--- config.mk ---
export PLATFORM = sky130hd
export DESIGN_NAME = servo_pwm_array
export DESIGN_NICKNAME = d
export VERILOG_FILES = /design/src/rtl/servo_pwm_pkg.sv /design/src/rtl/servo_pwm_channel.sv /design/src/rtl/servo_pwm_array.sv
export SDC_FILE = /design/constraint.sdc
export NUM_CORES = 1
export LEC_CHECK = 0
export BUFFER_PORTS_ARGS = -buffer_cell sky130_fd_sc_hd__buf_2
export CAP_MARGIN = 20
export CORE_MARGIN = 4
export CORE_UTILIZATION = 47
export CTS_CLUSTER_SIZE = 16
export DETAILED_ROUTE_END_ITERATION = 7
export GPL_ROUTABILITY_DRIVEN = 0
export PLACE_DENSITY = 0.67
export SLEW_MARGIN = 20
export SYNTH_ARGS = -nofsm -noshare
export SYNTH_HDL_FRONTEND = slang
export SYNTH_SLANG_ARGS = --single-unit
--- constraint.sdc ---
create_clock -name clk_12MHz -period 2.1 [get_ports clk_12MHz]
set_clock_uncertainty 0.2 [all_clocks]
set_input_delay 0.21 -clock clk_12MHz [delete_from_list [all_inputs] [get_ports clk_12MHz]]
set_output_delay 0.21 -clock clk_12MHz [all_outputs]
set_load 0.1 [all_outputs]
--- src/rtl/servo_pwm_pkg.sv ---
// Shared constants, code type and counter-width helper for the servo PWM array.
// Optional write-timeout failsafe is enabled by defining PWM_FAILSAFE_EN.
package servo_pwm_pkg;

    localparam int PWM_WIDTH          = 8;
    localparam int PWM_PRESCALE       = 47;
    localparam int PWM_MIN_TICKS      = 255;
    localparam int PWM_FRAME_TICKS    = 5100;
    localparam int PWM_NEUTRAL        = 127;
    localparam int PWM_TIMEOUT_FRAMES = 25;

    typedef logic [PWM_WIDTH-1:0] pwm_code_t;

    function automatic int cnt_width(input int frame_ticks);
        return $clog2(frame_ticks) + 1;
    endfunction

endpackage

--- src/rtl/servo_pwm_channel.sv ---
// One PWM channel: code register, frame-latched code/enable and pulse flop.
// With PWM_FAILSAFE_EN a per-channel frame age counter reverts stale codes.
module servo_pwm_channel
    import servo_pwm_pkg::*;
#(
    parameter int WIDTH          = PWM_WIDTH,
    parameter int CW             = cnt_width(PWM_FRAME_TICKS),
    parameter int MIN_TICKS      = PWM_MIN_TICKS,
    parameter int NEUTRAL        = PWM_NEUTRAL,
    parameter int TIMEOUT_FRAMES = PWM_TIMEOUT_FRAMES
) (
    input  logic             clk,
    input  logic             reset,
    input  logic             i_wr,
    input  logic [WIDTH-1:0] i_data,
    input  logic [CW-1:0]    i_count,
    input  logic             i_boundary,
    input  logic             i_pause,
    input  logic             i_enable,
    output logic [WIDTH-1:0] o_code,
    output logic             o_pwm,
    output logic             o_stale
);

    logic [WIDTH-1:0] r_code;
    logic [WIDTH-1:0] r_latched;
    logic             r_en_l;
    logic             r_pwm;
    logic [CW-1:0]    w_lim;

    if (TIMEOUT_FRAMES < 1) begin : g_bad_timeout
        $error("TIMEOUT_FRAMES must be at least 1");
    end

    assign w_lim = CW'(MIN_TICKS) + CW'(r_latched);

    always_ff @(posedge clk) begin
        if (!reset) begin
            r_latched <= WIDTH'(NEUTRAL);
            r_en_l    <= 1'b0;
            r_pwm     <= 1'b0;
        end else begin
            if (i_boundary) begin
                r_latched <= i_pause ? WIDTH'(NEUTRAL) : r_code;
                r_en_l    <= i_enable;
            end
            r_pwm <= r_en_l & (i_count < w_lim);
        end
    end

`ifdef PWM_FAILSAFE_EN
    localparam int TW = $clog2(TIMEOUT_FRAMES + 1);

    logic [TW-1:0] r_age;
    logic          r_stale;

    // A write in the same cycle as a trip takes priority.
    always_ff @(posedge clk) begin
        if (!reset) begin
            r_code  <= WIDTH'(NEUTRAL);
            r_age   <= '0;
            r_stale <= 1'b0;
        end else if (i_wr) begin
            r_code  <= i_data;
            r_age   <= '0;
            r_stale <= 1'b0;
        end else if (i_boundary && r_age != TW'(TIMEOUT_FRAMES)) begin
            r_age <= r_age + 1'b1;
            if (r_age == TW'(TIMEOUT_FRAMES - 1)) begin
                r_code  <= WIDTH'(NEUTRAL);
                r_stale <= 1'b1;
            end
        end
    end

    assign o_stale = r_stale;
`else
    always_ff @(posedge clk) begin
        if (!reset) begin
            r_code <= WIDTH'(NEUTRAL);
        end else if (i_wr) begin
            r_code <= i_data;
        end
    end

    assign o_stale = 1'b0;
`endif

    assign o_code = r_code;
    assign o_pwm  = r_pwm;

endmodule

--- src/rtl/servo_pwm_array.sv ---
// Multi-channel servo PWM: shared prescaler and frame counter, per-channel pulses.
// Define PWM_FAILSAFE_EN to build in the per-channel write-timeout failsafe.
module servo_pwm_array
    import servo_pwm_pkg::*;
#(
    parameter int CHANNELS       = 2,
    parameter int WIDTH          = PWM_WIDTH,
    parameter int PRESCALE       = PWM_PRESCALE,
    parameter int MIN_TICKS      = PWM_MIN_TICKS,
    parameter int FRAME_TICKS    = PWM_FRAME_TICKS,
    parameter int NEUTRAL        = PWM_NEUTRAL,
    parameter int TIMEOUT_FRAMES = PWM_TIMEOUT_FRAMES,
    localparam int CHW           = $clog2(CHANNELS) + 1
) (
    input  logic                clk_12MHz,
    input  logic                reset,
    input  logic                wr_en,
    input  logic [CHW-1:0]      chan,
    input  logic [WIDTH-1:0]    wr_data,
    output logic                wr_err,
    output logic [WIDTH-1:0]    rd_data,
    input  logic [CHANNELS-1:0] enable,
    input  logic                pause,
    output logic [CHANNELS-1:0] pwm,
    output logic                frame_start,
    output logic [CHANNELS-1:0] stale
);

    localparam int CW = cnt_width(FRAME_TICKS);
    localparam int PW = $clog2(PRESCALE + 1);

    if (MIN_TICKS + 2**WIDTH - 1 >= FRAME_TICKS) begin : g_bad_frame
        $error("longest pulse does not fit in the frame");
    end

    logic [PW-1:0]    r_pre;
    logic [CW-1:0]    r_count;
    logic             r_frame_start;
    logic             r_wr_err;
    logic             w_tick;
    logic             w_boundary;
    logic             w_valid;
    logic [WIDTH-1:0] w_code [CHANNELS];

    assign w_tick     = (r_pre == PW'(PRESCALE - 1));
    assign w_boundary = w_tick && (r_count == CW'(FRAME_TICKS - 1));
    assign w_valid    = (chan < CHW'(CHANNELS));

    always_ff @(posedge clk_12MHz) begin
        if (!reset) begin
            r_pre         <= '0;
            r_count       <= '0;
            r_frame_start <= 1'b0;
            r_wr_err      <= 1'b0;
        end else begin
            r_pre <= w_tick ? '0 : r_pre + 1'b1;
            if (w_tick) begin
                r_count <= w_boundary ? '0 : r_count + 1'b1;
            end
            r_frame_start <= w_boundary;
            r_wr_err      <= wr_en & ~w_valid;
        end
    end

    for (genvar i = 0; i < CHANNELS; i++) begin : g_ch
        servo_pwm_channel #(
            .WIDTH          (WIDTH),
            .CW             (CW),
            .MIN_TICKS      (MIN_TICKS),
            .NEUTRAL        (NEUTRAL),
            .TIMEOUT_FRAMES (TIMEOUT_FRAMES)
        ) u_ch (
            .clk        (clk_12MHz),
            .reset      (reset),
            .i_wr       (wr_en && (chan == CHW'(i))),
            .i_data     (wr_data),
            .i_count    (r_count),
            .i_boundary (w_boundary),
            .i_pause    (pause),
            .i_enable   (enable[i]),
            .o_code     (w_code[i]),
            .o_pwm      (pwm[i]),
            .o_stale    (stale[i])
        );
    end

    always_comb begin
        rd_data = '0;
        for (int i = 0; i < CHANNELS; i++) begin
            if (chan == CHW'(i)) rd_data = w_code[i];
        end
    end

    assign frame_start = r_frame_start;
    assign wr_err      = r_wr_err;

endmodule

======== Word-level counts from Yosys, hierarchy flattened ========
Index checks and enable logic that the tools add are counted.
cells by class
  add/subtract/negate cells ............... 4
  mux-type cells .......................... 5
  $lt $le $gt $ge ......................... 3
  equal/unequal tests ..................... 3
  reduce and logical (&&, ||, !) cells .... 5
  bitwise logic cells ..................... 5
operator list
  kind                                                               number
  8-bit 2-to-1 mux                                                   4
  14-bit < comparator                                                2
  8-bit by 8-bit adder with 9-bit output, first input constant       2
  14-bit by 1-bit adder with 14-bit output, second input constant    1
  14-bit by 13-bit == test with 1-bit output, second input constant  1
  14-bit 2-to-1 mux                                                  1
  6-bit by 1-bit adder with 6-bit output, second input constant      1
  6-bit == test, second input constant                               1
  1-bit bitwise AND                                                  3
  1-bit logical AND                                                  3
  2-bit by 1-bit == test with 1-bit output, second input constant    1
  2-bit zero test                                                    1
  2-bit < comparator, second input constant                          1
  1-bit NOT                                                          2
  2-bit OR reduction                                                 1
storage, ports and cells
  flip-flop bits (word level) ............. 58
  input port bits ......................... 16
  output and inout bits ................... 14
  word-level logic and storage cells ...... 37

======== Logic depth before layout (Yosys ltp) ========
Gate-level depths: netlist (run 1).
  depth after elaboration ................. 3
  gate-level depth with buffers ........... 9
  depth with buffers taken out ............ 9

======== Modules after synthesis ========
Synthesis (run 1) repeated with hierarchy kept, for this count alone.
second synthesis, totals
  cell total of the unflattened synthesis .. 349
  area total of the unflattened synthesis .. 3118.0 um2
modules (own cells, without submodules)
  module             area an instance (um2)  times used  sequential area each (um2)  cells an instance
  servo_pwm_channel  977.2                   2           360.3                       108
  servo_pwm_array    1163.6                  1           440.4                       133

======== Worst setup path before layout (run 1) ========
No wires, ideal clock.
  kind .................................... input to output
  start point ............................. input chan[0]
  end point ............................... output rd_data[0]
  path slack .............................. -319 ps
  cell stages on the path ................. 3
  buffers on the path ..................... 1
  data arrival time ....................... 2009 ps
  required time ........................... 1690 ps
  path through ............................ clkbuf_1 > mux2i_1 > nor2_1
on the way
  longest elaborated chain between the ends .. 3
  elaborated cells between the ends (all ways) .. 4
  those cells by class .................... eq/ne (1); mux (2); reduce/logical (1)
RTL lines
  element               line                   source
  from (decl)           servo_pwm_array.sv:18  input logic [CHW-1:0] chan,
  2-bit zero test       servo_pwm_array.sv:90  if (chan == CHW'(i)) rd_data = w_code[i];
  8-bit 2-to-1 mux      servo_pwm_array.sv:90
  8-bit 2-to-1 mux (*)  servo_pwm_array.sv:90
  to (decl)             servo_pwm_array.sv:21  output logic [WIDTH-1:0] rd_data,
Every way passes the cells marked *; elsewhere a longest branch is shown, timed or not.

======== Worst setup path after layout (run 1) ========
  start point ............................. register g_ch[0].u_ch.r_latched[5]
  end point ............................... register g_ch[0].u_ch.r_pwm
on the way
  longest elaborated chain between the ends .. 3
RTL lines
  element                                 line                     source
  from (decl)                             servo_pwm_channel.sv:26  logic [WIDTH-1:0] r_latched;
  from (signal assigned)                  servo_pwm_channel.sv:39  r_latched <= WIDTH'(NEUTRAL);
  from (signal assigned)                  servo_pwm_channel.sv:44  r_latched <= i_pause ? WIDTH'(NEUTRAL) : r_code;
  8-bit by 8-bit adder with 9-bit output  servo_pwm_channel.sv:35  assign w_lim = CW'(MIN_TICKS) + CW'(r_latched);
  14-bit < comparator                     servo_pwm_channel.sv:47  r_pwm <= r_en_l & (i_count < w_lim);
  1-bit bitwise AND                       servo_pwm_channel.sv:47
  to (signal assigned)                    servo_pwm_channel.sv:47
  to (decl)                               servo_pwm_channel.sv:28  logic r_pwm;
Every way passes these cells.
A chain may end at the register's enable or synchronous reset.

==> impl_results.md, run 1 <==
- Worst vdd ir: 423.1 uV
- Final wirelength: 7.200 mm
- Post-route DRC: 0
- M2 GR Usage: 30.48%
- Psw: 0.0006258 W
- CTS tree: yes
- Pre-antenna DRT Iters: 4
- FMAX: 0.4661 GHz
- GR peak layer: met2
- Die H: 87.53 um
- Sequential fraction of the synthesis area: 39.06%
- Port bufs: 27
- Vias in the first global route: 2416
- Pleak: 1.665 nW
- Slew Viols, Final: 0
- Post-Syn Area: 2973 um^2
- Core Util, Final: 63.93%
- RSZ-0062 raised after global routing: yes
- First-pass GRT wire length: 11.43 mm
- Final Cycle Share: 102.2%
- Failing checks: negative setup slack
- Remaining Overflow, GRT: 0
- Layout cells sized above 1: 30.75%
- Rows: 28
- Total die area: 7662 um^2
- # clock sinks: 58
- Clock power share: 40.4%
- Critical path endpoint category: flop
- # diodes: 0
- CTS root buffer: clkbuf_8
- Met1 Usage GRT: 25.19%
- Syn Inst Count: 340
- Die width: 87.53 um
- Detailed Place HPWL: 5.113 mm
- Top_reg_cell synth: dfxtp_1
- Core Region: 6026 um^2
- Synth cell types: 48
- Critical path class: flop to flop
- Cell-internal power: 0.001717 W
- Sequential cell area: 1177 um^2
- Critical path startpoint category: flop
- Post-synth EDFFs: 0
- Avg Inst Size Synth: 8.744 um^2
- CP max FO: 2
- Multi-input logic area: 1833 um^2
- Post-synth ARST share: 0%
- Initial antenna violation count: 0
- Vias per inst: 5.420
- Setup ws final: -0.04561 ns
- Hold WS: 0.09042 ns
- Number of setup violations in the final report: 1
- All-Layer GR Usage: 19.36%
- Yosys reg bits: 58
- Status: complete, but fails checks
- # H-tree levels: 3
- Sequential fraction of design power: 48.7%
- Synthesis Warnings: 0
- Routed Antenna Nets: 0
- Switching Share: 26.71%
- PD cells: 608.1 nW/um^2
- Initial Util: 49.34%
- # fillers: 529
- Largest net degree at the start of global routing: 31
- Worst path arrival time: 2.23 ns
- Hold Crit Class: input port to flop
- IO Count: 30
- Clock transition at path regs: 0.07 ns
- DRT iter0 DRCs: 135
- CTS Buffer Depth: 2
- Maxcap violations: 0
- Fin. Hold Viols: 0
- Clk_lat worst skew: 0.34 ns
- Combinational Power Share: 10.8%
- Nets: 445
- Area Growth Syn to Fin: 29.59%
- Met3 Use GR: 3.669%
- Req. time, crit path: 2.18 ns
- Tmin final: 2.146 ns
- Total number of vias: 2645
- TritonCTS buffer count: 9
- Mean routed wirelength per cell: 14.75 um
-- power by group through the flow --
stage	Sequential (W)	Combinational, W	Clock [W]
floorplan	0.00117	0.000180	0
global placement	0.00117	0.000234	0
detailed placement	0.00117	0.000239	0
CTS	0.00114	0.000255	0.000970
global route	0.00114	0.000272	0.00103
finish	0.00114	0.000254	0.000948
-- timing repair --
item	4_1_cts	5_1_grt
buffers inserted	1	0
resized for setup	13	12
gates cloned	0	1
hold buffers	11	0
pin swaps	4	2
hold endpoints to repair	19	0
endpoints found under the setup margin	2	19
-- placed cells by master (no fill, tap or decap), types with 5 or more instances in the layout --
cell type / Yosys / layout
inv_1: 10 / 9
nor2_2: 0 / 8
nand3_1: 22 / 22
nor3_1: 12 / 9
o22a_1: 8 / 8
xor2_1: 8 / 8
ha_1: 21 / 19
dlygate4sd3_1: 0 / 11
dfxtp_1: 58 / 49
dfxtp_2: 0 / 7
mux2i_1: 10 / 10
a21oi_1: 11 / 9
o22a_2: 6 / 6
xnor2_1: 14 / 13
buf_4: 4 / 35
o21ai_0: 5 / 5
nor2_1: 27 / 19
nand2_1: 54 / 51
buf_2: 2 / 27
clkbuf_8: 0 / 12
-- worst paths after layout --
kind                            slack [ns]                  end                 startpoint  cells after the start
worst max register to register       -0.05   g_ch[0].u_ch.o_pwm  g_ch[0].u_ch.r_latched[5]                      9
worst min register to register        0.25  g_ch[0].u_ch.r_en_l        g_ch[0].u_ch.r_en_l                      2
worst min-delay path                  0.09               wr_err                    chan[1]                      2
worst max-delay path                 -0.05   g_ch[0].u_ch.o_pwm  g_ch[0].u_ch.r_latched[5]                      9
-- flip-flops by register name (all words and copies together) (netlist names) --
signal               flops
g_ch.u_ch.r_latched     16
wr_err                   1
g_ch.u_ch.r_en_l         2
g_ch.u_ch.o_code        16
frame_start              1
g_ch.u_ch.o_pwm          2
r_count                 14
r_pre                    6
-- synthesized netlist by cell type (all sizes together) (3+ instances only) --
cell type	number	area share, %
nand4	3	0.63
nand3	23	4.0
xnor2	14	4.1
nor3b	3	0.76
ha	21	8.8
nand2	54	6.8
nand4b	4	1.7
nor4	3	0.63
o21ai	5	0.84
or4	4	1.1
buf	10	2.5
inv	10	1.3
nor4b	3	0.88
mux2i	10	3.4
o22a	14	4.4
or3	4	0.84
dfxtp	58	39
nor2	27	3.4
a21oi	11	1.9
clkbuf	9	1.1
o31ai	4	1.0
o22ai	3	0.63
xor2	8	2.4
nor3	12	2.0
-- kinds of logic after synthesis --
| family | after synthesis | synth area share [%] |
|---|---|---|
| flip-flops | 58 | 39.06 |
| multiplexers | 10 | 3.367 |
| AND/OR/NAND/NOR | 152 | 25.93 |
| other | 1 | 0.1261 |
| XOR/XNOR | 22 | 6.482 |
| buffers and inverters | 29 | 4.882 |
| adder cells (fa/ha/maj) | 21 | 8.838 |
| AO/OA/AOI/OAI | 47 | 11.32 |
-- critical path, cell delays in order, from the launching register on --
cell and delay, ns:
dfxtp_2 0.32, nor4_2 0.25, buf_4 0.17, nand2_4 0.06, xnor2_2 0.14, ha_1 0.30, a21oi_2 0.14, nor3b_1 0.07
nor4b_2 0.27, o21a_1 0.16
-- layer usage --
layer	share of wire [%]	up-vias
li1	-	1335
met1	46	1244
met2	48	55
met3	4.6	11
met4	1.6	0
met5	0	-
-- stage by stage --
stage	cells	setup TNS (ns)	worst slack [ns]	cell area, um^2	total power (W)
floorplan	341	-0.2015	-0.02519	3029	0.001346
global placement	459	-0.2584	-0.1730	3440	0.001399
detailed placement	459	-0.3349	-0.2156	3440	0.001405
CTS	487	-0.1282	-0.08042	3786	0.002366
global route	488	-0.2204	-0.1511	3852	0.002447
finish	488	-0.04561	-0.04561	3852	0.002343
-- layout make-up --
cell class                      instances  share of cell area [%]
Clock buffer                           14                   4.482
Clock inverter                          2                  0.2598
Multi-Input combinational cell        255                   47.58
Timing Repair Buffer                   74                   13.71
Tap cell                               75                   2.436
Inverter                               10                  0.9743
Sequential cell                        58                   30.56
Power figures use the tool's default switching activity.
==> inputs of run 2 (changes only) <==
Settings changed: REMOVE_ABC_BUFFERS from default to 1.
==> run 2 against run 1 <==
  * The flow still finishes with violations (negative setup slack)
  * Die area unchanged
  * First-iteration DRC count down 8.9%
  * Cell count down 0.20%
  * Sequential share of layout area rose by 0.32 points
  * Global-route usage fell by 0.29 points
  * Register-to-register slack better by 0.02 ns
  * Sequential power barely moved
  * Power grew 0.82%
  * Hold slack worse by 0.040 ns
  * Routed wire length fell by 2.5%
  * Design area shrank 1.1%
  * Highest routed layer unchanged
==> impl_results.md, run 2 (synthesized netlist as in run 1, its figures left out) <==
- CTS tree: yes (unchanged)
- Critical path class: flop to flop (unchanged)
- All-Layer GR Usage: 19.07% (was 19.36%)
- Placed cell area: 3374 um^2 (was 3440 um^2)
- Critical path startpoint category: flop (unchanged)
- Total die area: 7662 um^2 (unchanged)
- Worst vdd ir: 486.8 uV (was 423.1 uV)
- First-pass GRT wire length: 11.48 mm (was 11.43 mm)
- Postcts setup bufs: 0 (was 1)
- CTS Buffer Depth: 2 (unchanged)
- Vias per inst: 5.368 (was 5.420)
- Die width: 87.53 um (unchanged)
- Rows: 28 (unchanged)
- RSZ-0062 raised after global routing: yes (unchanged)
- Pleak: 1.631 nW (was 1.665 nW)
- Core Region: 6026 um^2 (unchanged)
- Initial antenna violation count: 0 (unchanged)
- Detailed Place HPWL: 4.998 mm (was 5.113 mm)
- Total number of vias: 2614 (was 2645)
- Port bufs: 27 (unchanged)
- Hold WS: 0.04993 ns (was 0.09042 ns)
- Largest net degree at the start of global routing: 26 (was 31)
- Pre-antenna DRT Iters: 4 (unchanged)
- IO Count: 30 (unchanged)
- Design area: 3809 um^2 (was 3852 um^2)
- Nets: 444 (was 445)
- TritonCTS buffer count: 9 (unchanged)
- PD cells: 620.2 nW/um^2 (was 608.1 nW/um^2)
- Commonest cells after routing, fill and taps aside: nand2_1 (54), dfxtp_1 (48), buf_4 (35), nor2_1 (27), buf_2 (27) (was nand2_1 (51), dfxtp_1 (49), buf_4 (35), buf_2 (27), nand3_1 (22))
- # fillers: 507 (was 529)
- Req. time, crit path: 2.18 ns (about the same)
- Maxcap violations: 0 (unchanged)
- Slew Viols, Final: 0 (unchanged)
- # clock sinks: 58 (unchanged)
- Worst path arrival time: 2.20 ns (was 2.23 ns)
- Commonest non-fill, non-tap cell in the layout: nand2_1 (unchanged)
- # diodes: 0 (unchanged)
- Post-route DRC: 0 (unchanged)
- DRT iter0 DRCs: 123 (was 135)
- Mean routed wirelength per cell: 14.41 um (was 14.75 um)
- Tmin final: 2.121 ns (was 2.146 ns)
- Hold Crit Class: input port to flop (unchanged)
- Critical path endpoint category: flop (unchanged)
- Post-Place Cells: 459 (unchanged)
- Failing checks: negative setup slack (unchanged)
- Layout cells sized above 1: 28.64% (was 30.75%)
- Status: complete, but fails checks (unchanged)
- # H-tree levels: 3 (unchanged)
- CP max FO: 2 (unchanged)
- Number of setup violations in the final report: 1 (unchanged)
- Clock transition at path regs: 0.07 ns (about the same)
- FMAX: 0.4715 GHz (was 0.4661 GHz)
- Setup ws final: -0.02094 ns (was -0.04561 ns)
- Clk_lat worst skew: 0.33 ns (was 0.34 ns)
- Area Growth Syn to Fin: 28.11% (was 29.59%)
- Initial Util: 49.34% (unchanged)
- Dpl ws: -0.1253 ns (was -0.2156 ns)
- Vias in the first global route: 2452 (was 2416)
- Final wirelength: 7.019 mm (was 7.200 mm)
- Routed Antenna Nets: 0 (unchanged)
- Remaining Overflow, GRT: 0 (unchanged)
- Final Cycle Share: 101.0% (was 102.2%)
- Fin. Hold Viols: 0 (unchanged)
- Total Power: 0.002362 W (was 0.002343 W)
- Final Non-Filler Cells: 487 (was 488)
- Die H: 87.53 um (unchanged)
- CTS root buffer: clkbuf_8 (unchanged)
[run 2: worst paths after layout]
kind / start / to / slack, ns / cells after the start
min reg2reg: g_ch[0].u_ch.r_en_l / g_ch[0].u_ch.r_en_l / 0.26 / 2
min: chan[1] / wr_err / 0.05 / 2
max: g_ch[0].u_ch.r_latched[5] / g_ch[0].u_ch.o_pwm / -0.02 / 8
max reg2reg: g_ch[0].u_ch.r_latched[5] / g_ch[0].u_ch.o_pwm / -0.02 / 8
[run 2: per-stage QoR]
step	utilization [%]	setup TNS, ns
2_1_floorplan	-	-34.25
3_3_place_gp	56.00	-0.2344
3_5_place_dp	56.00	-0.3305
4_1_cts	61.69	-0.006804
5_1_grt	63.21	-0.2628
6_report	63.21	-0.02094
[run 2: report_power, final]
| group | switching [W] | internal [W] | total, W |
|---|---|---|---|
| combinational | 0.000178 | 0.0000744 | 0.000253 |
| clock | 0.000451 | 0.000520 | 0.000971 |
| sequential | 0.0000176 | 0.00112 | 0.00114 |
[run 2: metal layers]
metal	GRT usage (%)	vias to the layer above	wire, um
met5	0	-	0
met4	7.671	0	146
met3	3.198	12	371
met2	30.21	52	3229
met1	25.85	1221	3272
li1	-	1329	-
[run 2: repair_timing]
action / CTS / global route
hold endpoints to repair: 19 / 0
cloned: 1 / 0
gates resized for setup: 7 / 24
pin swaps: 2 / 2
endpoints found under the setup margin: 16 / 21
hold buffers: 11 / 0
[run 2: cell type report]
cell class	count	area, um^2	share of cell area [%]
Multi-Input combinational cell	255	1803	47.34
Sequential cell	58	1176	30.88
Clock inverter	4	25.02	0.6570
Clock buffer	12	165.2	4.336
Inverter	10	37.54	0.9855
Tap cell	75	93.84	2.464
Timing Repair Buffer	73	508.0	13.34
[run 2: worst max-delay path, cell delays in order, from the launching register on]
cell	delay [ns]
dfxtp_2	0.34
nor4_4	0.29
nand2_1	0.13
xnor2_1	0.14
ha_1	0.30
a21oi_2	0.17
nor3b_2	0.07
nor4b_2	0.27
o21a_1	0.16
==> inputs of run 3 (changes only) <==
Settings changed: HOLD_SLACK_MARGIN from default to 0.15.
==> run 3 against run 2 <==
  * The flow still finishes with violations (negative setup slack)
  * Register-to-register slack hardly changed
  * Fmax is 0.62% lower
  * Cell count is 0.21% higher
  * Clock power is 0.5% higher
  * Die area stayed put
==> impl_results.md, run 3 (synthesized netlist as in run 1, its figures left out) <==
- Status: complete, but fails checks (unchanged)
- Failing checks: negative setup slack (unchanged)
- # fillers: 506 (was 507)
- PD cells: 620.1 nW/um^2 (was 620.2 nW/um^2)
- Commonest cells after routing, fill and taps aside: nand2_1 (54), dfxtp_1 (48), buf_4 (35), nor2_1 (27), buf_2 (27) (unchanged)
- Critical path startpoint category: flop (unchanged)
- CP max FO: 2 (unchanged)
- Tmin final: 2.134 ns (was 2.121 ns)
- IO Count: 30 (unchanged)
- Clock power share: 41.2% (was 41.1%)
- Initial antenna violation count: 0 (unchanged)
- Pre-antenna DRT Iters: 5 (was 4)
- FF-to-FF Start: g_ch[0].u_ch.r_latched[5] (unchanged)
- Total die area: 7662 um^2 (unchanged)
- Setup ws final: -0.03410 ns (was -0.02094 ns)
- # diodes: 0 (unchanged)
- Pleak: 1.637 nW (was 1.631 nW)
- Top routing layer in use: met4 (unchanged)
- Layout cells sized above 1: 28.57% (was 28.64%)
- Hold Crit Class: input port to flop (unchanged)
- Switching Share: 27.54% (was 27.39%)
- Mean routed wirelength per cell: 14.35 um (was 14.41 um)
- Hold Path Sink: g_ch[1].u_ch.o_code[5] (was wr_err)
- Die H: 87.53 um (unchanged)
- Design area: 3819 um^2 (was 3809 um^2)
- Core Region: 6026 um^2 (unchanged)
- Final wirelength: 7.004 mm (was 7.019 mm)
- TritonCTS buffer count: 9 (unchanged)
- Reg2reg end: g_ch[0].u_ch.o_pwm (unchanged)
- Rows: 28 (unchanged)
- Cell-internal power: 0.001716 W (was 0.001715 W)
- Initial Util: 49.34% (unchanged)
- Routed wl met3: 342 um (was 371 um)
- Area Growth Syn to Fin: 28.45% (was 28.11%)
- Nets: 445 (was 444)
- Commonest non-fill, non-tap cell in the layout: nand2_1 (unchanged)
- Remaining Overflow, GRT: 0 (unchanged)
- Worst vdd ir: 486.1 uV (was 486.8 uV)
- Combinational Power Share: 10.7% (about the same)
- Placed cell area: 3374 um^2 (unchanged)
- Die width: 87.53 um (unchanged)
- CTS root buffer: clkbuf_8 (unchanged)
- Maxcap violations: 0 (unchanged)
- Worst path arrival time: 2.22 ns (was 2.20 ns)
- Req. time, crit path: 2.18 ns (about the same)
- DR WL met2: 3.206 mm (was 3.229 mm)
- CTS Buffer Depth: 2 (unchanged)
- Cells on Worst Hold Path: 3 (was 2)
- Vias per inst: 5.389 (was 5.368)
- Core Util, Final: 63.37% (was 63.21%)
- HP Start: reset (was chan[1])
- FMAX: 0.4686 GHz (was 0.4715 GHz)
- Detailed Place HPWL: 4.998 mm (unchanged)
- Wl on met1: 3.339 mm (was 3.272 mm)
- Largest net degree at the start of global routing: 26 (unchanged)
- DRT iter0 DRCs: 131 (was 123)
- # H-tree levels: 3 (unchanged)
- Worst R2R Path Depth: 8 (unchanged)
- R2r setup slk: -0.03 ns (was -0.02 ns)
- Vias in the first global route: 2464 (was 2452)
- Sequential fraction of design power: 48.1% (was 48.2%)
- Number of setup violations in the final report: 1 (unchanged)
- Routed Antenna Nets: 0 (unchanged)
- All-Layer GR Usage: 19.11% (was 19.07%)
- Port bufs: 27 (unchanged)
- Critical path class: flop to flop (unchanged)
- Critical path endpoint category: flop (unchanged)
- Total number of vias: 2630 (was 2614)
- Final Cycle Share: 101.6% (was 101.0%)
- Clock transition at path regs: 0.07 ns (about the same)
- CTS tree: yes (unchanged)
- Post-route DRC: 0 (unchanged)
- Clk_lat worst skew: 0.34 ns (was 0.33 ns)
- First-pass GRT wire length: 11.51 mm (was 11.48 mm)
- Slew Viols, Final: 0 (unchanged)
- RSZ-0062 raised after global routing: yes (unchanged)
- Fin. Hold Viols: 0 (unchanged)
- # clock sinks: 58 (unchanged)
- Total Power: 0.002368 W (was 0.002362 W)
- Psw: 0.0006522 W (was 0.0006469 W)
run 3: cell types whose count changed in the layout (fill, tap and decap cells not counted):
| cell | previous run | this run |
|---|---|---|
| dlygate4sd3_1 | 11 | 12 |
run 3: how the worst max path moves through the flow:
stage	startpoint	endpoint	slack, ns	cells after the start
2_1_floorplan	r_pre[0]	r_count[1]	-1.23	6
3_3_place_gp	g_ch[0].u_ch.r_latched[2]	g_ch[0].u_ch.o_pwm	-0.15	8
3_5_place_dp	g_ch[0].u_ch.r_latched[2]	g_ch[0].u_ch.o_pwm	-0.13	8
4_1_cts	g_ch[0].u_ch.r_latched[5]	g_ch[0].u_ch.o_pwm	-0.007	8
5_1_grt	g_ch[0].u_ch.r_latched[0]	g_ch[0].u_ch.o_pwm	-0.11	10
6_report	g_ch[0].u_ch.r_latched[5]	g_ch[0].u_ch.o_pwm	-0.03	8
run 3: layout make-up:
| class | instances | area (um^2) | share of cell area (%) |
|---|---|---|---|
| Timing Repair Buffer | 74 | 518.0 | 13.56 |
| Tap cell | 75 | 93.84 | 2.457 |
| Multi-Input combinational cell | 255 | 1803 | 47.21 |
| Inverter | 10 | 37.54 | 0.9830 |
| Clock buffer | 12 | 165.2 | 4.325 |
| Clock inverter | 4 | 25.02 | 0.6553 |
| Sequential cell | 58 | 1176 | 30.80 |
run 3: critical path, stage by stage, from the launching register on:
cell	delay, ns
dfxtp_2	0.34
nor4_4	0.29
nand2_1	0.13
xnor2_1	0.14
ha_1	0.30
a21oi_2	0.17
nor3b_2	0.07
nor4b_2	0.27
o21a_1	0.16
run 3: power by group through the flow:
stage | clock (W) | sequential, W | combinational (W)
5_1_grt | 0.00104 | 0.00114 | 0.000271
2_1_floorplan | 0 | 0.00116 | 0.000155
6_report | 0.000976 | 0.00114 | 0.000254
3_3_place_gp | 0 | 0.00116 | 0.000231
3_5_place_dp | 0 | 0.00116 | 0.000233
4_1_cts | 0.000992 | 0.00114 | 0.000251
run 3: per-layer routing:
metal / vias up / global-route usage (%)
met2: 45 / 30.34
met4: 0 / 7.671
li1: 1334 / -
met5: - / 0
met1: 1241 / 25.85
met3: 10 / 3.198
run 3: timing repair:
| action | in CTS | in global routing |
|---|---|---|
| endpoints found under the hold margin | 19 | 0 |
| hold buffers | 12 | 0 |
| gates cloned | 1 | 0 |
| endpoints found under the setup margin | 16 | 21 |
| resized for setup | 7 | 24 |
| setup buffers | 0 | 0 |
| pin swaps | 2 | 2 |
run 3: per-stage QoR:
step | setup WS [ns] | TNS, ns | std cells | hold WS, ns
6_report | -0.03410 | -0.03410 | 488 | 0.1607
4_1_cts | -0.006804 | -0.006804 | 488 | 0.1555
3_5_place_dp | -0.1253 | -0.3305 | 459 | 0.2384
5_1_grt | -0.1059 | -0.2628 | 488 | 0.1687
2_1_floorplan | -1.231 | -34.25 | 322 | 0.08183
3_3_place_gp | -0.1518 | -0.2344 | 459 | 0.2337
